File: src/rtl/plateau_frame_detector.sv
// rtl/plateau_frame_detector.sv - short-preamble plateau qualifier on the correlation magnitude stream
//
// Compares each enabled magnitude sample against a threshold and qualifies a
// plateau: PLATEAU_LEN above-threshold samples, with runs of up to DROP_TOL
// below-threshold samples tolerated. On qualification it pulses o_frame_detect,
// then ignores HOLDOFF_LEN enabled samples while o_detect_flag is high.
//
// Optional feature macro: PLATEAU_PEAK_TRACK_EN (peak magnitude/offset reporting).
//
// Ports:
//   i_clk, i_rst                         clock, asynchronous active-high reset
//   i_input_enable                       magnitude sample valid
//   i_sum_delay_correlation_magnituder   signed 21-bit magnitude (s8.12)
//   i_threshold                          signed 21-bit threshold (s8.12)
//   i_frame_clear                        synchronous abort to IDLE
//   o_output_enable                      i_input_enable delayed one cycle
//   o_frame_detect                       one-cycle pulse on plateau qualification
//   o_detect_flag                        high while in HOLDOFF
//   o_detect_state                       0 = IDLE, 1 = PLATEAU, 2 = HOLDOFF
//   o_peak_magnitude, o_peak_offset      peak of the last qualified plateau
module plateau_frame_detector #(
    parameter int PLATEAU_LEN = 48,
    parameter int DROP_TOL    = 2,
    parameter int HOLDOFF_LEN = 320
) (
    input  logic        i_clk,
    input  logic        i_rst,
    input  logic        i_input_enable,
    input  logic [20:0] i_sum_delay_correlation_magnituder,
    input  logic [20:0] i_threshold,
    input  logic        i_frame_clear,
    output logic        o_output_enable,
    output logic        o_frame_detect,
    output logic        o_detect_flag,
    output logic [1:0]  o_detect_state,
    output logic [20:0] o_peak_magnitude,
    output logic [7:0]  o_peak_offset
);

    typedef enum logic [1:0] {
        ST_IDLE    = 2'd0,
        ST_PLATEAU = 2'd1,
        ST_HOLDOFF = 2'd2
    } state_t;

    localparam logic [7:0] PLAT_LEN_C = 8'(PLATEAU_LEN);
    localparam logic [4:0] DROP_TOL_C = 5'(DROP_TOL);
    localparam logic [9:0] HOLD_LEN_C = 10'(HOLDOFF_LEN);

    state_t      r_state;
    logic [7:0]  r_plat_cnt;
    logic [4:0]  r_drop_cnt;
    logic [9:0]  r_hold_cnt;
    logic        r_output_enable;
    logic        r_frame_detect;
    logic        r_detect_flag;

    logic        w_above;
    logic [7:0]  w_plat_next;
    logic [4:0]  w_drop_next;
    logic [9:0]  w_hold_next;

    // A negative magnitude never counts as above, even against a negative threshold.
    assign w_above = ~i_sum_delay_correlation_magnituder[20] &&
                     ($signed(i_sum_delay_correlation_magnituder) >= $signed(i_threshold));
    assign w_plat_next = r_plat_cnt + 8'd1;
    assign w_drop_next = r_drop_cnt + 5'd1;
    assign w_hold_next = r_hold_cnt + 10'd1;

`ifdef PLATEAU_PEAK_TRACK_EN
    logic [7:0]  r_idx;
    logic [20:0] r_peak_mag;
    logic [7:0]  r_peak_off;
    logic [20:0] r_peak_mag_out;
    logic [7:0]  r_peak_off_out;
    logic [7:0]  w_idx_next;
    logic        w_peak_gt;
    logic [20:0] w_peak_mag_next;
    logic [7:0]  w_peak_off_next;

    // Index runs over every enabled sample since plateau start, drops included.
    assign w_idx_next      = (r_idx == 8'hFF) ? 8'hFF : r_idx + 8'd1;
    // Strictly greater: a tie keeps the earlier sample.
    assign w_peak_gt       = $signed(i_sum_delay_correlation_magnituder) > $signed(r_peak_mag);
    assign w_peak_mag_next = w_peak_gt ? i_sum_delay_correlation_magnituder : r_peak_mag;
    assign w_peak_off_next = w_peak_gt ? w_idx_next : r_peak_off;
    assign o_peak_magnitude = r_peak_mag_out;
    assign o_peak_offset    = r_peak_off_out;
`else
    assign o_peak_magnitude = 21'd0;
    assign o_peak_offset    = 8'd0;
`endif

    always_ff @(posedge i_clk or posedge i_rst) begin
        if (i_rst) begin
            r_state         <= ST_IDLE;
            r_plat_cnt      <= 8'd0;
            r_drop_cnt      <= 5'd0;
            r_hold_cnt      <= 10'd0;
            r_output_enable <= 1'b0;
            r_frame_detect  <= 1'b0;
            r_detect_flag   <= 1'b0;
`ifdef PLATEAU_PEAK_TRACK_EN
            r_idx           <= 8'd0;
            r_peak_mag      <= 21'd0;
            r_peak_off      <= 8'd0;
            r_peak_mag_out  <= 21'd0;
            r_peak_off_out  <= 8'd0;
`endif
        end else begin
            r_output_enable <= i_input_enable;
            r_frame_detect  <= 1'b0;
            if (i_frame_clear) begin
                // Clear beats a qualifying sample in the same cycle; latched peak is kept.
                r_state       <= ST_IDLE;
                r_plat_cnt    <= 8'd0;
                r_drop_cnt    <= 5'd0;
                r_hold_cnt    <= 10'd0;
                r_detect_flag <= 1'b0;
            end else if (i_input_enable) begin
                case (r_state)
                    ST_IDLE: begin
                        if (w_above) begin
                            r_drop_cnt <= 5'd0;
                            r_hold_cnt <= 10'd0;
                            if (PLAT_LEN_C == 8'd1) begin
                                // A one-sample plateau qualifies on its first sample.
                                r_state        <= ST_HOLDOFF;
                                r_plat_cnt     <= 8'd0;
                                r_frame_detect <= 1'b1;
                                r_detect_flag  <= 1'b1;
`ifdef PLATEAU_PEAK_TRACK_EN
                                r_peak_mag_out <= i_sum_delay_correlation_magnituder;
                                r_peak_off_out <= 8'd0;
`endif
                            end else begin
                                r_state    <= ST_PLATEAU;
                                r_plat_cnt <= 8'd1;
                            end
`ifdef PLATEAU_PEAK_TRACK_EN
                            r_idx      <= 8'd0;
                            r_peak_mag <= i_sum_delay_correlation_magnituder;
                            r_peak_off <= 8'd0;
`endif
                        end
                    end
                    ST_PLATEAU: begin
`ifdef PLATEAU_PEAK_TRACK_EN
                        r_idx <= w_idx_next;
`endif
                        if (w_above) begin
                            r_drop_cnt <= 5'd0;
`ifdef PLATEAU_PEAK_TRACK_EN
                            r_peak_mag <= w_peak_mag_next;
                            r_peak_off <= w_peak_off_next;
`endif
                            if (w_plat_next == PLAT_LEN_C) begin
                                r_state        <= ST_HOLDOFF;
                                r_plat_cnt     <= 8'd0;
                                r_hold_cnt     <= 10'd0;
                                r_frame_detect <= 1'b1;
                                r_detect_flag  <= 1'b1;
`ifdef PLATEAU_PEAK_TRACK_EN
                                r_peak_mag_out <= w_peak_mag_next;
                                r_peak_off_out <= w_peak_off_next;
`endif
                            end else begin
                                r_plat_cnt <= w_plat_next;
                            end
                        end else if (w_drop_next > DROP_TOL_C) begin
                            r_state    <= ST_IDLE;
                            r_plat_cnt <= 8'd0;
                            r_drop_cnt <= 5'd0;
                        end else begin
                            r_drop_cnt <= w_drop_next;
                        end
                    end
                    ST_HOLDOFF: begin
                        if (w_hold_next == HOLD_LEN_C) begin
                            r_state       <= ST_IDLE;
                            r_hold_cnt    <= 10'd0;
                            r_detect_flag <= 1'b0;
                        end else begin
                            r_hold_cnt <= w_hold_next;
                        end
                    end
                    default: begin
                        r_state       <= ST_IDLE;
                        r_detect_flag <= 1'b0;
                    end
                endcase
            end
        end
    end

    assign o_output_enable = r_output_enable;
    assign o_frame_detect  = r_frame_detect;
    assign o_detect_flag   = r_detect_flag;
    assign o_detect_state  = r_state;

endmodule

File: config.mk
export PLATFORM = sky130hd
export DESIGN_NAME = plateau_frame_detector
export DESIGN_NICKNAME = d
export VERILOG_FILES = /design/src/rtl/plateau_frame_detector.sv
export SDC_FILE = /design/constraint.sdc
export NUM_CORES = 1
export LEC_CHECK = 0
export CORE_MARGIN = 1.5
export CORE_UTILIZATION = 47
export DETAILED_ROUTE_END_ITERATION = 7
export HOLD_SLACK_MARGIN = 0.05
export PLACE_DENSITY = 0.81
export SYNTH_ARGS = -nofsm -noshare
export SYNTH_HDL_FRONTEND = slang
export SYNTH_SLANG_ARGS = --single-unit
File: constraint.sdc
create_clock -name i_clk -period 2.37 [get_ports i_clk]
set_input_delay 0.474 -clock i_clk [delete_from_list [all_inputs] [get_ports i_clk]]
set_output_delay 0.474 -clock i_clk [all_outputs]
set_load 0.02 [all_outputs]
==> results.py, run 1 <==
metrics = {
    "run_status": {
        "status": "finished with violations",
        "violations": "negative setup slack",
    },
    "routing": {
        "post-route-drc-count": 0,
        "ant_nets": 0,
        "viasPerCell": 5.546,
        "routedWlPerCell_um": 16.43,
        "drtIter0Drc": 65,
        "num_vias": 2418,
        "drt_first_pass_iters": 4,
        "finalWirelength_um": 7164,
    },
    "global_route": {
        "antenna_found_initial": 0,
        "grt_first_pass_wirelength_um": 10910,
        "grt-ovfl-total": 0,
        "grt_start_max_net_pins": 29,
        "track_usage": 0.2284,
        "grt_pass1_vias": 2431,
    },
    "final_layout": {
        "drive_gt1_frac": 0.3962,
        "nNetsFinal": 439,
        "n_antenna_cell": 0,
        "stdcell_count": 436,
        "area_growth_pct": 51.98,
    },
    "sta": {
        "slew_headroom": 0.4250,
        "worstMarginPinSlew_ns": 0.8567,
        "finalHoldViolations": 0,
        "setup-violations-final": 1,
        "min_period_ns": 2.420,
        "period_share": 1.021,
        "fmaxAchievable_mhz": 413.2,
        "setup_ws_ns": -0.05014,
        "rsz0062_at_grt": "true",
        "finalMaxSlewViolations": 0,
        "tns_ns": -0.05014,
        "clock_skew_ns": 0.002103,
    },
    "power_and_ir_drop": {
        "p_per_area_mw_per_mm2": 378.0,
        "p_leak_nw": 1.696,
        "ir_worst_vdd_mv": 0.3208,
    },
    "worst_setup_path": {
        "path_class": "in -> reg",
        "cp.arrival_ns": 2.57,
        "worstRegToRegCells": 8,
        "critPathMaxFanout": 3,
        "startpoint_type": "input port",
        "end_kind": "flop",
        "crit_required_ns": 2.52,
    },
    "synth": {
        "postSynthCellCount": 287,
        "ys_ff_latch": 28,
        "synthArstFlopShare": 1.000,
        "synthFlopType": "dfrtp_1",
        "synth_area_mm2": 0.002501,
        "seq_area_frac_synth": 0.2801,
        "synth_edf_count": 0,
        "yosysMostFrequentCell": "inv_1",
        "synth_top_area_cell": "dfrtp_1",
        "yosysWarnings": 0,
        "synth.distinct_cells": 61,
        "synth.top_cells.by_count": "inv_1 (31), buf_4 (29), dfrtp_1 (28)",
        "netlist_top_cells_area": "dfrtp_1 (28%), ha_1 (13%), buf_4 (8.7%)",
        "avgSynthCellArea_um2": 8.715,
        "synth.top_cell.area_share": 0.2801,
    },
    "placement": {
        "gp_congestion": 0.8953,
        "dp_cells": 429,
        "portBuffers": 50,
        "dpl.hpwl_um": 4684,
    },
    "clock_network": {
        "cts_buffer_depth": 2,
        "worstSkewPairLatency_ns": 0.28,
        "root_buffer": "clkbuf_8",
        "numCtsBuffers": 3,
        "hold_buffers": 0,
        "h-tree-depth": 1,
        "cts_tree": "built",
        "clkTransAtPathRegs_ns": 0.09,
        "clock-sinks": 28,
    },
    "floorplan": {
        "core_mm2": 0.005107,
        "num_rows": 26,
        "die_h_um": 75.95,
        "die_area_mm2": 0.005768,
        "io_pins": 80,
        "die_x_um": 75.95,
        "start_util": 0.4897,
    },
    "worst_hold_path": {
        "min_path_type": "reg -> reg",
        "min_path_cells": 1,
    },
    "run": {
        "cap_violations": 0,
    },
}
registers in the layout (all words and copies together) (netlist names):
register	flops
o_frame_detect	1
r_hold_cnt	10
r_drop_cnt	5
o_output_enable	1
o_detect_flag	1
o_detect_state	2
r_plat_cnt	8
layout by cell type, fill, tap and decap left out, types with 4 or more instances in the layout:
cell | Yosys | routed
dlygate4sd2_1 | 0 | 13
dfrtp_1 | 28 | 27
ha_1 | 25 | 4
dlymetal6s2s_1 | 0 | 9
o21ai_1 | 1 | 4
nor2_1 | 12 | 10
nand2_1 | 21 | 19
o21ai_2 | 0 | 4
a21o_2 | 5 | 5
and3_1 | 4 | 4
and2_1 | 4 | 4
nand2b_1 | 4 | 4
o21ai_0 | 11 | 4
inv_2 | 0 | 14
clkbuf_2 | 0 | 10
clkdlybuf4s50_1 | 0 | 8
buf_6 | 1 | 12
inv_1 | 31 | 15
conb_1 | 1 | 29
buf_4 | 29 | 26
a21oi_1 | 13 | 9
ha_4 | 0 | 19
nand3_1 | 8 | 8
o311ai_4 | 0 | 5
final timing paths:
| check | from | endpoint | slack, ns |
|---|---|---|---|
| worst min-delay path | r_hold_cnt[0] | r_hold_cnt[0] | 0.54 |
| min in group asynchronous | i_rst | o_output_enable | 0.55 |
| worst max register to register | r_hold_cnt[0] | r_hold_cnt[8] | 0.16 |
| max in group asynchronous | i_rst | r_hold_cnt[3] | 1.53 |
| worst max-delay path | i_sum_delay_correlation_magnituder[12] | r_hold_cnt[3] | -0.05 |
| worst min register to register | r_hold_cnt[0] | r_hold_cnt[0] | 0.54 |
layer usage:
layer / routed length (um) / track usage / up-vias
met5: 0 / 0 / -
met4: 199 / 0.07222 / 0
met3: 288 / 0.04458 / 19
met2: 3800 / 0.4270 / 68
met1: 2876 / 0.2596 / 1178
li1: - / - / 1153
per-stage QoR:
| step | hold WS [ns] | setup WS, ns | power, W | util | instance area, um^2 |
|---|---|---|---|---|---|
| 3_3_place_gp | 0.5090 | -0.5986 | 0.001017 | 0.6330 | 3233 |
| 2_1_floorplan | 0.4883 | 0.002928 | 0.0008544 | - | 2679 |
| 3_5_place_dp | 0.5154 | -0.7125 | 0.001031 | 0.6330 | 3233 |
| 6_report | 0.5360 | -0.05014 | 0.001437 | 0.7442 | 3801 |
| 5_1_grt | 0.5784 | -0.07099 | 0.001520 | 0.7442 | 3801 |
| 4_1_cts | 0.5275 | 0.001065 | 0.001369 | 0.6977 | 3563 |
where the power goes:
part / internal, W / switching (W) / total (W)
clock: 0.000114 / 0.000144 / 0.000258
sequential: 0.000500 / 0.0000344 / 0.000534
combinational: 0.000307 / 0.000338 / 0.000644
total: 0.000921 / 0.000516 / 0.00144
kinds of logic (layout without fill, tap and decap cells):
family                   Yosys count  after routing  share of synthesized area
AND/OR/NAND/NOR                   90             90                     0.2126
AO/OA/AOI/OAI                     73             73                     0.2136
buffers and inverters             65            116                     0.1441
flip-flops                        28             28                     0.2801
adder cells (fa/ha/maj)           25             25                     0.1251
multiplexers                       3              3                    0.01601
XOR/XNOR                           2              2                   0.007005
other                              1             29                   0.001499
layout make-up:
| cell class | instances | area, um^2 |
|---|---|---|
| Clock buffer | 3 | 41.29 |
| Fill cell | 325 | 1306 |
| Inverter | 31 | 121.4 |
| Multi-Input combinational cell | 222 | 2107 |
| Sequential cell | 28 | 701.9 |
| Tap cell | 70 | 87.58 |
| Timing Repair Buffer | 82 | 742.0 |
critical path, cell delays in order:
cell and delay [ns]:
dlygate4sd2_1 0.27, ha_4 0.27, a21oi_2 0.17, o21ai_2 0.10, a221oi_4 0.32, or2_4 0.24
a31oi_4 0.15, buf_12 0.18, o311ai_4 0.27, o31ai_2 0.12
what timing repair did:
item | CTS | global route
cloned | 0 | 0
resized for setup | 96 | 89
endpoints found under the setup margin | 27 | 27
setup buffers | 2 | 6
pin swaps | 34 | 35
(Power assumes the default switching activity.)
==> run 2: changes to the inputs <==
SKIP_CTS_REPAIR_TIMING = 1   (was default)
==> run 2 against run 1 <==
  * The flow still finishes with violations (negative setup slack)
  * Setup slack worse by 0.025 ns
  * Final cell count up 0.46%
  * Sequential cell count did not move
  * Sequential power about the same
  * Final area rose by 2.6%
  * Core utilization grew 2.0 points
  * Clock power is essentially flat
  * Critical endpoint is now r_hold_cnt[1]
  * Largest cell class unchanged
  * Largest power group unchanged
==> results.py, run 2 (synthesis gave the netlist of run 1 again) <==
metrics = {
    "run_status": {
        "status": "finished with violations",
        "violations": "negative setup slack",
    },
    "placement": {
        "gp_congestion": 0.8953,
        "dp_cells": 429,
        "dpl.hpwl_um": 4684,
        "portBuffers": 50,
    },
    "clock_network": {
        "numCtsBuffers": 3,
        "root_buffer": "clkbuf_8",
        "worstSkewPairLatency_ns": 0.28,
        "cts_tree": "built",
        "cts_buffer_depth": 2,
        "h-tree-depth": 1,
        "clkTransAtPathRegs_ns": 0.09,
        "clock-sinks": 28,
    },
    "worst_setup_path": {
        "critPathMaxFanout": 6,
        "path_class": "in -> reg",
        "startpoint_type": "input port",
        "crit_required_ns": 2.53,
        "reg2reg_slack_ns": 0.06,
        "cp.arrival_ns": 2.60,
        "end_kind": "flop",
    },
    "sta": {
        "slew_headroom": 0.3452,
        "setup-violations-final": 10,
        "finalMaxSlewViolations": 0,
        "clock_skew_ns": 0.006038,
        "period_share": 1.032,
        "fmaxAchievable_mhz": 408.9,
        "min_period_ns": 2.445,
        "tns_ns": -0.4366,
        "worstMarginPinSlew_ns": 0.9756,
        "setup_ws_ns": -0.07549,
        "finalHoldViolations": 0,
    },
    "power_and_ir_drop": {
        "power.total_w": 0.001438,
        "p_per_area_mw_per_mm2": 368.7,
        "p_leak_nw": 1.933,
        "ir_worst_vdd_mv": 0.3075,
        "seqPwrFrac": 0.370,
        "sw_frac_of_total": 0.3614,
        "internal-power_w": 0.0009185,
        "pwr-share-clk": 0.182,
        "p_switching_w": 0.0005198,
        "combPwrFrac": 0.448,
    },
    "floorplan": {
        "start_util": 0.4897,
        "die_x_um": 75.95,
        "io_pins": 80,
        "num_rows": 26,
        "core_mm2": 0.005107,
        "die_area_mm2": 0.005768,
        "die_h_um": 75.95,
    },
    "global_route": {
        "grt-ovfl-total": 0,
        "antenna_found_initial": 3,
        "grt_start_max_net_pins": 29,
        "grt_pass1_vias": 2297,
        "grt_first_pass_wirelength_um": 9825,
        "track_usage": 0.2031,
    },
    "final_layout": {
        "layout_common_cells": "dlymetal6s2s_1 (41), conb_1 (29), dfrtp_1 (28), buf_4 (28)",
        "area_growth_pct": 55.98,
        "largestRegisters": "r_hold_cnt: 10 flops, r_plat_cnt: 8 flops, r_drop_cnt: 5 flops",
        "nNetsFinal": 438,
        "top_register": "r_hold_cnt",
        "nFillCells": 327,
        "stdcell_count": 438,
        "utilization": 0.7638,
        "multi_input_area_mm2": 0.002106,
        "drive_gt1_frac": 0.3479,
        "largest_reg_flops": 10,
        "regArea_um2": 700.7,
        "final_common_cell": "dlymetal6s2s_1",
    },
    "worst_hold_path": {
        "min_path_type": "reg -> reg",
    },
    "routing": {
        "drtIter0Drc": 144,
        "met2_length_um": 4012,
        "post-route-drc-count": 0,
        "met1_length_um": 2926,
        "ant_nets": 0,
        "num_vias": 2498,
        "finalWirelength_um": 7719,
        "routedWlPerCell_um": 17.62,
        "highest_layer": "met4",
        "viasPerCell": 5.703,
        "drt_first_pass_iters": 4,
        "wl_met3_um": 356,
    },
    "run": {
        "cap_violations": 0,
    },
}
==> run 2: worst max-delay path, cell delays in order <==
cell and delay (ns):
dlymetal6s2s_1 0.13, inv_2 0.07, ha_4 0.26, nand4_1 0.17
buf_4 0.19, nor2_1 0.19, a221oi_4 0.11, or2_4 0.27
a31oi_1 0.23, buf_4 0.25, nor2_4 0.09, mux2i_1 0.16
==> run 2: layout make-up <==
| type | count | area share |
|---|---|---|
| Multi-Input combinational cell | 222 | 0.5398 |
| Timing Repair Buffer | 81 | 0.2158 |
| Sequential cell | 28 | 0.1796 |
| Inverter | 31 | 0.02983 |
| Tap cell | 70 | 0.02245 |
| Clock buffer | 3 | 0.01058 |
| Antenna cell | 3 | 0.001924 |
==> run 2: metal layers <==
layer,vias up,global-route usage
met5,-,0
met4,0,0.07037
met3,34,0.03253
met2,105,0.3712
met1,1210,0.2400
li1,1149,-
==> run 2: power groups by stage <==
stage               combinational (W)  sequential (W)  clock [W]
floorplan                    0.000311        0.000543          0
global placement             0.000478        0.000538          0
detailed placement           0.000491        0.000541          0
CTS                          0.000492        0.000531   0.000267
global route                 0.000692        0.000537   0.000289
finish                       0.000644        0.000533   0.000261
==> run 2: final timing paths <==
check                                      from         endpoint  cells after the start
worst max-delay path            i_threshold[15]    r_hold_cnt[1]                     12
worst min-delay path              r_hold_cnt[0]    r_hold_cnt[0]                      1
min in group asynchronous                 i_rst  o_output_enable                      3
worst max register to register    r_plat_cnt[0]    r_hold_cnt[3]                      7
max in group asynchronous                 i_rst    r_hold_cnt[0]                      3
worst min register to register    r_hold_cnt[0]    r_hold_cnt[0]                      1
==> run 2: through the flow <==
stage	instance area [um^2]	hold WS (ns)	setup slack, ns
floorplan	2679	0.4883	0.002928
global placement	3233	0.5090	-0.5986
detailed placement	3233	0.5154	-0.7125
CTS	3274	0.5275	-0.4047
global route	3901	0.5801	-0.1771
finish	3901	0.5376	-0.07549
